<file path="config.mk">
export PLATFORM = sky130hd
export DESIGN_NAME = ab_loader_flat
export DESIGN_NICKNAME = d
export VERILOG_FILES = /design/src/rtl/ab_loader_pkg.sv /design/src/rtl/ab_loader_if.sv /design/src/rtl/ab_loader.sv /design/src/flat_wrapper.sv
export SDC_FILE = /design/constraint.sdc
export NUM_CORES = 1
export LEC_CHECK = 0
export BUFFER_PORTS_ARGS = -buffer_cell sky130_fd_sc_hd__buf_2
export CORE_ASPECT_RATIO = 1.75
export CORE_MARGIN = 5
export CORE_UTILIZATION = 45
export DETAILED_ROUTE_END_ITERATION = 7
export GPL_TIMING_DRIVEN = 1
export HOLD_SLACK_MARGIN = 0.1
export PLACE_DENSITY = 0.73
export SLEW_MARGIN = 40
export SYNTH_ARGS = -nofsm -noshare
export SYNTH_HDL_FRONTEND = slang
export SYNTH_SLANG_ARGS = --single-unit
</file>
<file path="constraint.sdc">
create_clock -name clk -period 1.5 [get_ports clk]
set_clock_uncertainty 0.1 [all_clocks]
set_input_delay 0.225 -clock clk [delete_from_list [all_inputs] [get_ports clk]]
set_output_delay 0.225 -clock clk [all_outputs]
set_load 0.01 [all_outputs]
</file>
<file path="src/rtl/ab_loader_pkg.sv">
// Shared definitions for the A/B operand-pair loader: FSM encoding and defaults.
package ab_loader_pkg;

    localparam int unsigned WIDTH_DEFAULT   = 8;
    localparam int unsigned TIMEOUT_DEFAULT = 16;
    localparam int unsigned COUNT_W         = 8;

    typedef enum logic [1:0] {
        WAIT_A   = 2'd0,
        WAIT_B   = 2'd1,
        WAIT_ACK = 2'd2,
        DONE     = 2'd3
    } state_e;

    // The loader only takes bytes while it is filling one of the two operands.
    function automatic logic accepts_byte(input state_e s);
        return (s == WAIT_A) || (s == WAIT_B);
    endfunction

endpackage

</file>
<file path="src/rtl/ab_loader_if.sv">
// Byte-stream, register-pair write and status signals of the operand-pair loader.
interface ab_loader_if #(
    parameter int WIDTH = 8
);
    logic [WIDTH-1:0] data_in;
    logic             valid_in;
    logic             ready_in;
    logic [WIDTH-1:0] outA;
    logic [WIDTH-1:0] outB;
    logic             enA;
    logic             enB;
    logic             ack_in;
    logic             pair_done;
    logic [7:0]       pair_count;
    logic             err;
    logic             err_clr;

    // Loader side.
    modport slave (
        input  data_in, valid_in, ack_in, err_clr,
        output ready_in, outA, outB, enA, enB, pair_done, pair_count, err
    );

    // Byte source / register pair / status consumer side.
    modport master (
        output data_in, valid_in, ack_in, err_clr,
        input  ready_in, outA, outB, enA, enB, pair_done, pair_count, err
    );
endinterface

</file>
<file path="src/rtl/ab_loader.sv">
// Operand-pair loader: writes alternate stream bytes to operand A then B, waits for
// the register pair's both-loaded flag, and counts completed pairs or flags a timeout.
module ab_loader
    import ab_loader_pkg::*;
#(
    parameter int WIDTH   = WIDTH_DEFAULT,
    parameter int TIMEOUT = TIMEOUT_DEFAULT
) (
    input  logic          clk,
    input  logic          rst,
    ab_loader_if.slave    bus
);

    localparam logic [7:0] TIMEOUT_LAST = 8'(TIMEOUT - 1);

    state_e           state_q, state_d;
    logic [WIDTH-1:0] outa_q, outa_d;
    logic [WIDTH-1:0] outb_q, outb_d;
    logic             ena_q, ena_d;
    logic             enb_q, enb_d;
    logic [7:0]       tmo_cnt_q, tmo_cnt_d;
    logic [7:0]       pair_cnt_q, pair_cnt_d;
    logic             err_q, err_d;

    logic ready;
    logic hs_a;
    logic hs_b;
    logic timeout_hit;

    assign ready       = accepts_byte(state_q);
    assign hs_a        = (state_q == WAIT_A) && bus.valid_in;
    assign hs_b        = (state_q == WAIT_B) && bus.valid_in;
    // A same-cycle ack completes the pair instead of timing out.
    assign timeout_hit = (state_q == WAIT_ACK) && !bus.ack_in && (tmo_cnt_q == TIMEOUT_LAST);

    // State register
    always_ff @(posedge clk or posedge rst) begin
        if (rst) begin
            state_q <= WAIT_A;
        end else begin
            state_q <= state_d;
        end
    end

    // Next-state logic
    always_comb begin
        state_d = state_q;
        case (state_q)
            WAIT_A:   if (hs_a) state_d = WAIT_B;
            WAIT_B:   if (hs_b) state_d = WAIT_ACK;
            WAIT_ACK: begin
                if (bus.ack_in) begin
                    state_d = DONE;
                end else if (timeout_hit) begin
                    state_d = WAIT_A;
                end
            end
            DONE:     state_d = WAIT_A;
            default:  state_d = WAIT_A;
        endcase
    end

    // Output logic decoded from state
    always_comb begin
        bus.ready_in  = ready;
        bus.pair_done = (state_q == DONE);
    end

    // Datapath next-state: operand registers, strobes, counters and error flag
    always_comb begin
        outa_d     = outa_q;
        outb_d     = outb_q;
        ena_d      = hs_a;
        enb_d      = hs_b;
        tmo_cnt_d  = tmo_cnt_q;
        pair_cnt_d = pair_cnt_q;
        err_d      = err_q;

        if (hs_a) begin
            outa_d = bus.data_in;
        end
        if (hs_b) begin
            outb_d    = bus.data_in;
            tmo_cnt_d = 8'd0;
        end else if (state_q == WAIT_ACK) begin
            tmo_cnt_d = tmo_cnt_q + 8'd1;
        end

        if (state_q == DONE) begin
            pair_cnt_d = pair_cnt_q + 8'd1;
        end

        // Setting on timeout beats a simultaneous clear.
        if (timeout_hit) begin
            err_d = 1'b1;
        end else if (bus.err_clr) begin
            err_d = 1'b0;
        end
    end

    always_ff @(posedge clk or posedge rst) begin
        if (rst) begin
            outa_q     <= '0;
            outb_q     <= '0;
            ena_q      <= 1'b0;
            enb_q      <= 1'b0;
            tmo_cnt_q  <= 8'd0;
            pair_cnt_q <= 8'd0;
            err_q      <= 1'b0;
        end else begin
            outa_q     <= outa_d;
            outb_q     <= outb_d;
            ena_q      <= ena_d;
            enb_q      <= enb_d;
            tmo_cnt_q  <= tmo_cnt_d;
            pair_cnt_q <= pair_cnt_d;
            err_q      <= err_d;
        end
    end

    assign bus.outA       = outa_q;
    assign bus.outB       = outb_q;
    assign bus.enA        = ena_q;
    assign bus.enB        = enb_q;
    assign bus.pair_count = pair_cnt_q;
    assign bus.err        = err_q;

endmodule

</file>
<file path="src/flat_wrapper.sv">
// flat-port wrapper written by rule: the top's interface ports become plain ports
module ab_loader_flat import ab_loader_pkg::*;
#(
    parameter int WIDTH   = WIDTH_DEFAULT,
    parameter int TIMEOUT = TIMEOUT_DEFAULT
)
  (clk, rst, bus_data_in, bus_valid_in, bus_ack_in, bus_err_clr, bus_ready_in, bus_outA, bus_outB, bus_enA, bus_enB, bus_pair_done, bus_pair_count, bus_err);
  ab_loader_if #(.WIDTH(WIDTH)) bus_i ();
  input  logic clk;
  input  logic rst;
  input wire logic [$bits(bus_i.data_in)-1:0] bus_data_in;
  input wire logic [$bits(bus_i.valid_in)-1:0] bus_valid_in;
  input wire logic [$bits(bus_i.ack_in)-1:0] bus_ack_in;
  input wire logic [$bits(bus_i.err_clr)-1:0] bus_err_clr;
  output wire logic [$bits(bus_i.ready_in)-1:0] bus_ready_in;
  output wire logic [$bits(bus_i.outA)-1:0] bus_outA;
  output wire logic [$bits(bus_i.outB)-1:0] bus_outB;
  output wire logic [$bits(bus_i.enA)-1:0] bus_enA;
  output wire logic [$bits(bus_i.enB)-1:0] bus_enB;
  output wire logic [$bits(bus_i.pair_done)-1:0] bus_pair_done;
  output wire logic [$bits(bus_i.pair_count)-1:0] bus_pair_count;
  output wire logic [$bits(bus_i.err)-1:0] bus_err;
  assign bus_i.data_in = bus_data_in;
  assign bus_i.valid_in = bus_valid_in;
  assign bus_i.ack_in = bus_ack_in;
  assign bus_i.err_clr = bus_err_clr;
  assign bus_ready_in = bus_i.ready_in;
  assign bus_outA = bus_i.outA;
  assign bus_outB = bus_i.outB;
  assign bus_enA = bus_i.enA;
  assign bus_enB = bus_i.enB;
  assign bus_pair_done = bus_i.pair_done;
  assign bus_pair_count = bus_i.pair_count;
  assign bus_err = bus_i.err;
  ab_loader #(.WIDTH(WIDTH), .TIMEOUT(TIMEOUT)) u_core (.clk(clk), .rst(rst), .bus(bus_i));
endmodule
</file>
==> impl_metrics.xml, run 1 <==
<?xml version="1.0" encoding="UTF-8"?>
<metrics>
  <group name="timing">
    <metric name="post-route-period-util" unit="%">98.5</metric>
    <metric name="max_freq" unit="GHz">0.677</metric>
    <metric name="setup_ws" unit="ns">0.0221</metric>
    <metric name="finalWorstPathRequiredPeriod" unit="ns">1.48</metric>
    <metric name="tns" unit="ns">0</metric>
    <metric name="rsz0062_at_grt" unit="">yes</metric>
    <metric name="final_max_slew_viol_count" unit="">0</metric>
    <metric name="tightest_pin_transition" unit="ns">0.452</metric>
    <metric name="hold_violations" unit="">0</metric>
    <metric name="timing.max_slew.rel_slack" unit="%">69.9</metric>
    <metric name="final-setup-viol-count" unit="">0</metric>
  </group>
  <group name="clock_tree">
    <metric name="cts.clk_slew.worst_paths" unit="ns">0.07</metric>
    <metric name="cts_tree" unit="">done</metric>
    <metric name="clkLatencyLatePin" unit="ns">0.28</metric>
    <metric name="ctsLongestPathBuffers" unit="">2</metric>
    <metric name="cts_num_sinks" unit="">37</metric>
    <metric name="ctsRootBufferMaster" unit="">sky130_fd_sc_hd__clkbuf_8</metric>
    <metric name="cts_buffer_count" unit="">5</metric>
    <metric name="cts_max_level" unit="">2</metric>
  </group>
  <group name="critical_path">
    <metric name="worst-endpoint-required" unit="ns">1.63</metric>
    <metric name="end_kind" unit="">flip-flop</metric>
    <metric name="reg2reg_depth" unit="">4</metric>
    <metric name="setup.worst_path.start_class" unit="">flip-flop</metric>
    <metric name="cp.arrival" unit="ns">1.60</metric>
    <metric name="worstSetupPathType" unit="">flip-flop to flip-flop</metric>
    <metric name="timing.critical_path.fanout_max" unit="">8</metric>
  </group>
  <group name="die">
    <metric name="fp.dieH" unit="um">88.5</metric>
    <metric name="floorplan.initialDensity" unit="%">46.6</metric>
    <metric name="fp.dieW" unit="um">54.9</metric>
    <metric name="top_level_ports" unit="">42</metric>
    <metric name="core_area" unit="mm^2">0.00340</metric>
    <metric name="floorplan.rows" unit="">28</metric>
    <metric name="dieArea" unit="mm^2">0.00485</metric>
  </group>
  <group name="run">
    <metric name="maxCapViolations" unit="">0</metric>
  </group>
  <group name="cells_and_area">
    <metric name="finalNetCount" unit="">209</metric>
    <metric name="antenna_cells" unit="">0</metric>
    <metric name="areaGrowthSynthToFinish" unit="%">37.7</metric>
    <metric name="layout_cells_sized_above_1" unit="%">47.4</metric>
  </group>
  <group name="yosys">
    <metric name="yosys_register_bits" unit="">37</metric>
    <metric name="synthMuxAreaShare" unit="%">16.5</metric>
    <metric name="arithmetic_cell_share_of_the_synthesized_area_counting_full_adders_half_adders_and_majority_gates" unit="%">1.58</metric>
    <metric name="post_synth.cell_area_avg" unit="um^2">12.8</metric>
    <metric name="ys_seq_area_share" unit="%">58.5</metric>
    <metric name="synth_top_family_by_area" unit="">multiplexers</metric>
    <metric name="synth_simple_gate_area_share" unit="%">13.5</metric>
    <metric name="yosys.area_share.xor_xnor" unit="%">3.87</metric>
    <metric name="synthesis.area" unit="mm^2">0.00158</metric>
    <metric name="synth_cell_types" unit="">28</metric>
    <metric name="syn-num-nets" unit="">139</metric>
    <metric name="syn-instance-count" unit="">124</metric>
    <metric name="yosys_warnings" unit="">0</metric>
    <metric name="area_fraction_in_compound_gates_after_synthesis" unit="%">2.29</metric>
  </group>
  <group name="global_routing">
    <metric name="antenna_found_initial" unit="">0</metric>
    <metric name="grt_pass1_wl" unit="um">5600</metric>
    <metric name="first_global_vias" unit="">1250</metric>
    <metric name="globalRoute.totalOverflow" unit="">0</metric>
    <metric name="globalRouteTotalUtil" unit="%">16.0</metric>
    <metric name="largest_net_degree_at_the_start_of_global_routing" unit="">38</metric>
  </group>
  <group name="drt">
    <metric name="detail_route.wirelength" unit="um">3510</metric>
    <metric name="dr_total_vias" unit="">1196</metric>
    <metric name="drtAntennaViolNets" unit="">0</metric>
    <metric name="avgViaCountPerCell" unit="">5.00</metric>
    <metric name="drc" unit="">0</metric>
    <metric name="routedWlPerCell" unit="um">14.7</metric>
    <metric name="dr.pass1.iters" unit="">4</metric>
    <metric name="drt_iter0_drc" unit="">22</metric>
  </group>
  <group name="power_and_ir_drop">
    <metric name="power_density" unit="mW/mm^2">1820</metric>
    <metric name="leakagePower" unit="nW">1.06</metric>
    <metric name="power.ir.vdd_worst" unit="mV">1.19</metric>
    <metric name="finalPower" unit="mW">3.97</metric>
  </group>
  <group name="place">
    <metric name="gp_routability_congestion" unit="">0.813</metric>
    <metric name="place_hpwl" unit="um">2460</metric>
    <metric name="preCtsSetupSlack" unit="ns">0.0159</metric>
    <metric name="numPortBuffers" unit="">41</metric>
  </group>
  <group name="outcome">
    <metric name="result_of_the_run" unit="">finished, final reports clean</metric>
  </group>
  <group name="worst_hold_path">
    <metric name="holdPathStages" unit="">4</metric>
    <metric name="min_path_type" unit="">input pin to flip-flop</metric>
  </group>
</metrics>
## report_power, final
group          internal, mW  leakage [nW]  switching (mW)
Sequential             1.37         0.466           0.268
Clock                 0.364        0.0443           0.324
Combinational         0.892         0.551           0.747
## critical path, cell delays in order (launching register included)
cell and delay, ns:
sky130_fd_sc_hd__dfrtp_1 0.41, sky130_fd_sc_hd__buf_6 0.13, sky130_fd_sc_hd__nand2b_4 0.17, sky130_fd_sc_hd__or4_4 0.53, sky130_fd_sc_hd__nand3_2 0.08
## layer usage
layer  GRT usage, %  part of all wire, %  up-vias
met3           5.56                  6.4        6
met4           7.26                  1.8        0
li1               -                    -      571
met1           17.5                   36      585
met2           26.9                   55       34
met5              0                    0        -
## layout by cell type, fill, tap and decap left out, types with 2 or more instances in the layout
cell type                       Yosys  routed
sky130_fd_sc_hd__mux2_4             0       2
sky130_fd_sc_hd__nand4_1            5       5
sky130_fd_sc_hd__mux2i_1            7       7
sky130_fd_sc_hd__buf_6              2       4
sky130_fd_sc_hd__buf_4              1      14
sky130_fd_sc_hd__o21ai_0            3       3
sky130_fd_sc_hd__dfrtp_1           37      36
sky130_fd_sc_hd__mux2_2            17      15
sky130_fd_sc_hd__dlygate4sd3_1      0      10
sky130_fd_sc_hd__inv_1              4       4
sky130_fd_sc_hd__clkbuf_8           0       6
sky130_fd_sc_hd__nand3_2            0       2
sky130_fd_sc_hd__xnor2_1            6       6
sky130_fd_sc_hd__nand3_1            6       4
sky130_fd_sc_hd__nand2_1           12      12
sky130_fd_sc_hd__buf_2              3      41
sky130_fd_sc_hd__and3_1             2       2
sky130_fd_sc_hd__nor3_1             2       2
## Yosys cell counts (all sizes together)
| cell type | instances | area (um^2) |
|---|---|---|
| nand4 | 5 | 31.3 |
| and2 | 1 | 7.51 |
| and3 | 2 | 12.5 |
| mux2i | 7 | 70.1 |
| nand2 | 12 | 45.0 |
| o211ai | 1 | 7.51 |
| nand2b | 1 | 13.8 |
| a21oi | 1 | 5.00 |
| nor3 | 2 | 10.0 |
| nand3b | 1 | 11.3 |
| nor2 | 1 | 3.75 |
| xor2 | 1 | 8.76 |
| o32ai | 1 | 8.76 |
| o21ai | 3 | 15.0 |
| ha | 2 | 25.0 |
| buf | 6 | 45.0 |
| or4 | 2 | 15.0 |
| nor2b | 1 | 6.26 |
| inv | 4 | 15.0 |
| nand3 | 6 | 30.0 |
| nor3b | 2 | 15.0 |
| dfrtp | 37 | 926 |
| xnor2 | 6 | 52.6 |
| mux2 | 17 | 191 |
| or2 | 1 | 6.26 |
| nor4 | 1 | 6.26 |
## final cells by class
class / instances / area, um^2
Multi-Input combinational cell: 77 / 641
Timing Repair Buffer: 69 / 455
Inverter: 4 / 15.0
Clock buffer: 7 / 86.3
Tap cell: 45 / 56.3
Sequential cell: 37 / 927
Fill cell: 278 / 1220
## through the flow
stage	util (%)	area (um^2)	hold slack, ns	std cells
final	64.2	2180	0.172	239
after global routing	64.2	2180	0.215	239
after CTS	61.8	2100	0.169	235
after detailed placement	55.6	1890	0.255	216
after global placement	55.6	1890	0.239	216
after floorplan	-	1580	0.228	124
## worst paths after layout
| kind | start | endpoint | slack [ns] |
|---|---|---|---|
| worst max-delay path | u_core.state_q[0] | u_core.tmo_cnt_q[6] | 0.02 |
| worst min-delay path | bus_valid_in | u_core.state_q[0] | 0.17 |
| worst max register to register | u_core.state_q[0] | u_core.tmo_cnt_q[6] | 0.02 |
| worst min register to register | u_core.bus.pair_count[7] | u_core.bus.pair_count[7] | 0.37 |
| max in group asynchronous | rst | u_core.state_q[1] | 0.47 |
| min in group asynchronous | rst | u_core.bus.outB[2] | 0.49 |
## registers in the layout (all words and copies together) (netlist names)
register and flops:
u_core.bus.outB 8, u_core.bus.err 1, u_core.bus.pair_count 8, u_core.bus.outA 8, u_core.state_q 2, u_core.bus.enA 1, u_core.tmo_cnt_q 8, u_core.bus.enB 1
## cell families (layout without fill, tap and decap cells)
logic type                 Yosys count  count (layout)
muxes                               24              24
DFF                                 37              37
and+or+nand+nor                     38              38
AOI/OAI and AO/OA                    6               6
xor gates and xnor gates             7               7
buffers and inverters               10              80
adders and majority gates            2               2
## repair_timing
item	4_1_cts	5_1_grt
hold buffers	10	0
resized for setup	3	14
setup endpoints to repair	2	13
setup buffers	2	3
pin swaps	0	2
hold endpoints to repair	54	0
cloned	0	1
No activity file was read; power rests on OpenSTA's default activity.
==> inputs of run 2 (changes only) <==
CORE_MARGIN = 3   (was 5)
CTS_BUF_LIST = sky130_fd_sc_hd__clkbuf_8   (was not set)
PLACE_DENSITY = 0.7   (was 0.73)
clock period = 1.6 ns   (was 1.5 ns; I/O delays follow)
==> run 2 against run 1 <==
Net effect:
- cell area is 5.6% lower
- die area fell by 11%
- first-iteration DRC count shrank 59%
- sequential share of layout area grew 2.4 points
- setup slack improved by 0.029 ns
- final cell count down 5.9%
- clock power is 3.2% higher
- power decreased by 9.1%
- utilization fell by 1.3 points
- clock-buffer cell count is the same
- critical endpoint is now bus_pair_done
==> impl_metrics.xml, run 2 (synthesis results as in run 1) <==
<?xml version="1.0" encoding="UTF-8"?>
<metrics>
  <group name="outcome">
    <metric name="result_of_the_run" unit="">finished, final reports clean</metric>
  </group>
  <group name="clock_tree">
    <metric name="cts_num_sinks" unit="">37</metric>
    <metric name="cts_max_level" unit="">2</metric>
    <metric name="cts.clk_slew.worst_paths" unit="ns">0.07</metric>
    <metric name="ctsRootBufferMaster" unit="">sky130_fd_sc_hd__clkbuf_8</metric>
    <metric name="clkLatencyLatePin" unit="ns">0.29</metric>
    <metric name="cts_tree" unit="">done</metric>
    <metric name="cts_buffer_count" unit="">5</metric>
    <metric name="ctsLongestPathBuffers" unit="">2</metric>
  </group>
  <group name="cells_and_area">
    <metric name="final_cells" unit="">225</metric>
    <metric name="layout_cells_sized_above_1" unit="%">45.1</metric>
    <metric name="layout.cells.most_common_list" unit="">sky130_fd_sc_hd__buf_2 (41), sky130_fd_sc_hd__dfrtp_1 (37), sky130_fd_sc_hd__mux2_2 (17)</metric>
    <metric name="antenna_cells" unit="">0</metric>
    <metric name="areaGrowthSynthToFinish" unit="%">30.0</metric>
    <metric name="final_util" unit="%">62.8</metric>
    <metric name="layout_commonest_cell" unit="">sky130_fd_sc_hd__buf_2</metric>
    <metric name="finalNetCount" unit="">196</metric>
    <metric name="fill_cells" unit="">269</metric>
    <metric name="finish.instance_area" unit="mm^2">0.00206</metric>
  </group>
  <group name="place">
    <metric name="numPortBuffers" unit="">41</metric>
    <metric name="gp_routability_congestion" unit="">0.801</metric>
    <metric name="placed_cells" unit="">208</metric>
    <metric name="place_hpwl" unit="um">2320</metric>
    <metric name="preCtsSetupSlack" unit="ns">0.0628</metric>
    <metric name="placement.cell_area" unit="mm^2">0.00186</metric>
  </group>
  <group name="power_and_ir_drop">
    <metric name="share_of_power_burned_in_the_clock_network" unit="%">19.7</metric>
    <metric name="cellInternalPower" unit="mW">2.39</metric>
    <metric name="switching_power_summed_over_all_nets" unit="mW">1.22</metric>
    <metric name="finalPower" unit="mW">3.61</metric>
    <metric name="leakagePower" unit="nW">0.996</metric>
    <metric name="seq_power_share" unit="%">42.7</metric>
    <metric name="comb_power_share" unit="%">37.6</metric>
    <metric name="power.ir.vdd_worst" unit="mV">1.29</metric>
    <metric name="power_density" unit="mW/mm^2">1750</metric>
    <metric name="switching_share" unit="%">33.8</metric>
  </group>
  <group name="die">
    <metric name="floorplan.rows" unit="">27</metric>
    <metric name="floorplan.initialDensity" unit="%">48.3</metric>
    <metric name="fp.dieW" unit="um">50.9</metric>
    <metric name="dieArea" unit="mm^2">0.00430</metric>
    <metric name="top_level_ports" unit="">42</metric>
    <metric name="fp.dieH" unit="um">84.5</metric>
    <metric name="core_area" unit="mm^2">0.00328</metric>
  </group>
  <group name="global_routing">
    <metric name="largest_net_degree_at_the_start_of_global_routing" unit="">38</metric>
    <metric name="first_global_vias" unit="">1212</metric>
    <metric name="grt_pass1_wl" unit="um">5500</metric>
    <metric name="globalRouteTotalUtil" unit="%">17.1</metric>
    <metric name="antenna_found_initial" unit="">0</metric>
    <metric name="globalRoute.totalOverflow" unit="">0</metric>
  </group>
  <group name="drt">
    <metric name="dr_total_vias" unit="">1156</metric>
    <metric name="drc" unit="">0</metric>
    <metric name="detail_route.wirelength" unit="um">3280</metric>
    <metric name="drtAntennaViolNets" unit="">0</metric>
    <metric name="route.met2.wl" unit="um">1830</metric>
    <metric name="routedWlPerCell" unit="um">14.6</metric>
    <metric name="dr.pass1.iters" unit="">4</metric>
    <metric name="m1WireLength" unit="um">1170</metric>
    <metric name="wl_met3" unit="um">217</metric>
    <metric name="drt_iter0_drc" unit="">9</metric>
    <metric name="avgViaCountPerCell" unit="">5.14</metric>
    <metric name="dr_top_layer" unit="">met4</metric>
  </group>
  <group name="timing">
    <metric name="tightest_pin_transition" unit="ns">0.457</metric>
    <metric name="setup_ws" unit="ns">0.0516</metric>
    <metric name="finalHoldWorstSlack" unit="ns">0.106</metric>
    <metric name="post-route-period-util" unit="%">96.8</metric>
    <metric name="final_max_slew_viol_count" unit="">0</metric>
    <metric name="tns" unit="ns">0</metric>
    <metric name="max_freq" unit="GHz">0.646</metric>
    <metric name="timing.max_slew.rel_slack" unit="%">69.6</metric>
    <metric name="finalWorstPathRequiredPeriod" unit="ns">1.55</metric>
    <metric name="final-setup-viol-count" unit="">0</metric>
    <metric name="hold_violations" unit="">0</metric>
  </group>
  <group name="critical_path">
    <metric name="critical_path.slowest_cell" unit="">sky130_fd_sc_hd__dfrtp_1</metric>
    <metric name="worstSetupPathType" unit="">flip-flop to primary output</metric>
    <metric name="critical_path.cell_chain" unit="">and2_4 -&gt; buf_2</metric>
    <metric name="worst_path_largest_cell_delay" unit="ns">0.51</metric>
    <metric name="end_kind" unit="">primary output</metric>
    <metric name="timing.critical_path.fanout_max" unit="">9</metric>
    <metric name="setup.worst_path.start_class" unit="">flip-flop</metric>
    <metric name="cp.arrival" unit="ns">1.21</metric>
    <metric name="worst-endpoint-required" unit="ns">1.26</metric>
  </group>
  <group name="run">
    <metric name="maxCapViolations" unit="">0</metric>
  </group>
  <group name="worst_hold_path">
    <metric name="min_path_type" unit="">input pin to flip-flop</metric>
  </group>
</metrics>
## run 2: worst paths after layout
check / startpoint / end / slack (ns) / depth (start not counted)
hold reg to reg: u_core.bus.pair_count[7] / u_core.bus.pair_count[7] / 0.37 / 1
setup / recovery: u_core.state_q[0] / bus_pair_done / 0.05 / 2
setup reg to reg: u_core.state_q[1] / u_core.bus.outB[3] / 0.10 / 4
hold / removal: bus_data_in[3] / u_core.bus.outB[3] / 0.11 / 2
max in group asynchronous: rst / u_core.tmo_cnt_q[5] / 0.58 / 4
min in group asynchronous: rst / u_core.bus.pair_count[5] / 0.50 / 4
## run 2: layout make-up
type	instances	area, um^2	area share, %
inverters	4	15.0	0.729
multi-input cells	77	618	30.0
repair buffers	56	345	16.8
flip-flops and latches	37	926	45.0
clock inverters	1	5.00	0.243
well taps	43	53.8	2.61
clock buffers	7	96.3	4.68
## run 2: power groups by stage
stage	Combinational [mW]	Clock (mW)	Sequential, mW
finish	1.36	0.711	1.54
global route	1.48	0.764	1.59
CTS	1.34	0.734	1.54
detailed placement	1.28	0	1.56
global placement	1.24	0	1.54
floorplan	0.716	0	1.64
## run 2: what timing repair did
action,in CTS,in global routing
hold buffers,6,0
hold endpoints to repair,44,0
setup endpoints to repair,1,9
resized for setup,0,5
setup buffers,2,1
## run 2: per-layer routing
metal | GRT usage [%] | vias to the layer above
met2 | 29.2 | 43
met3 | 4.80 | 6
li1 | - | 548
met1 | 18.9 | 559
met5 | 0 | -
met4 | 8.82 | 0
## run 2: critical path: cells and delay by family (launching register included)
family,cells,cell delay (ns)
and+or+nand+nor,1,0.27
DFF,1,0.51
buffers and inverters,1,0.14
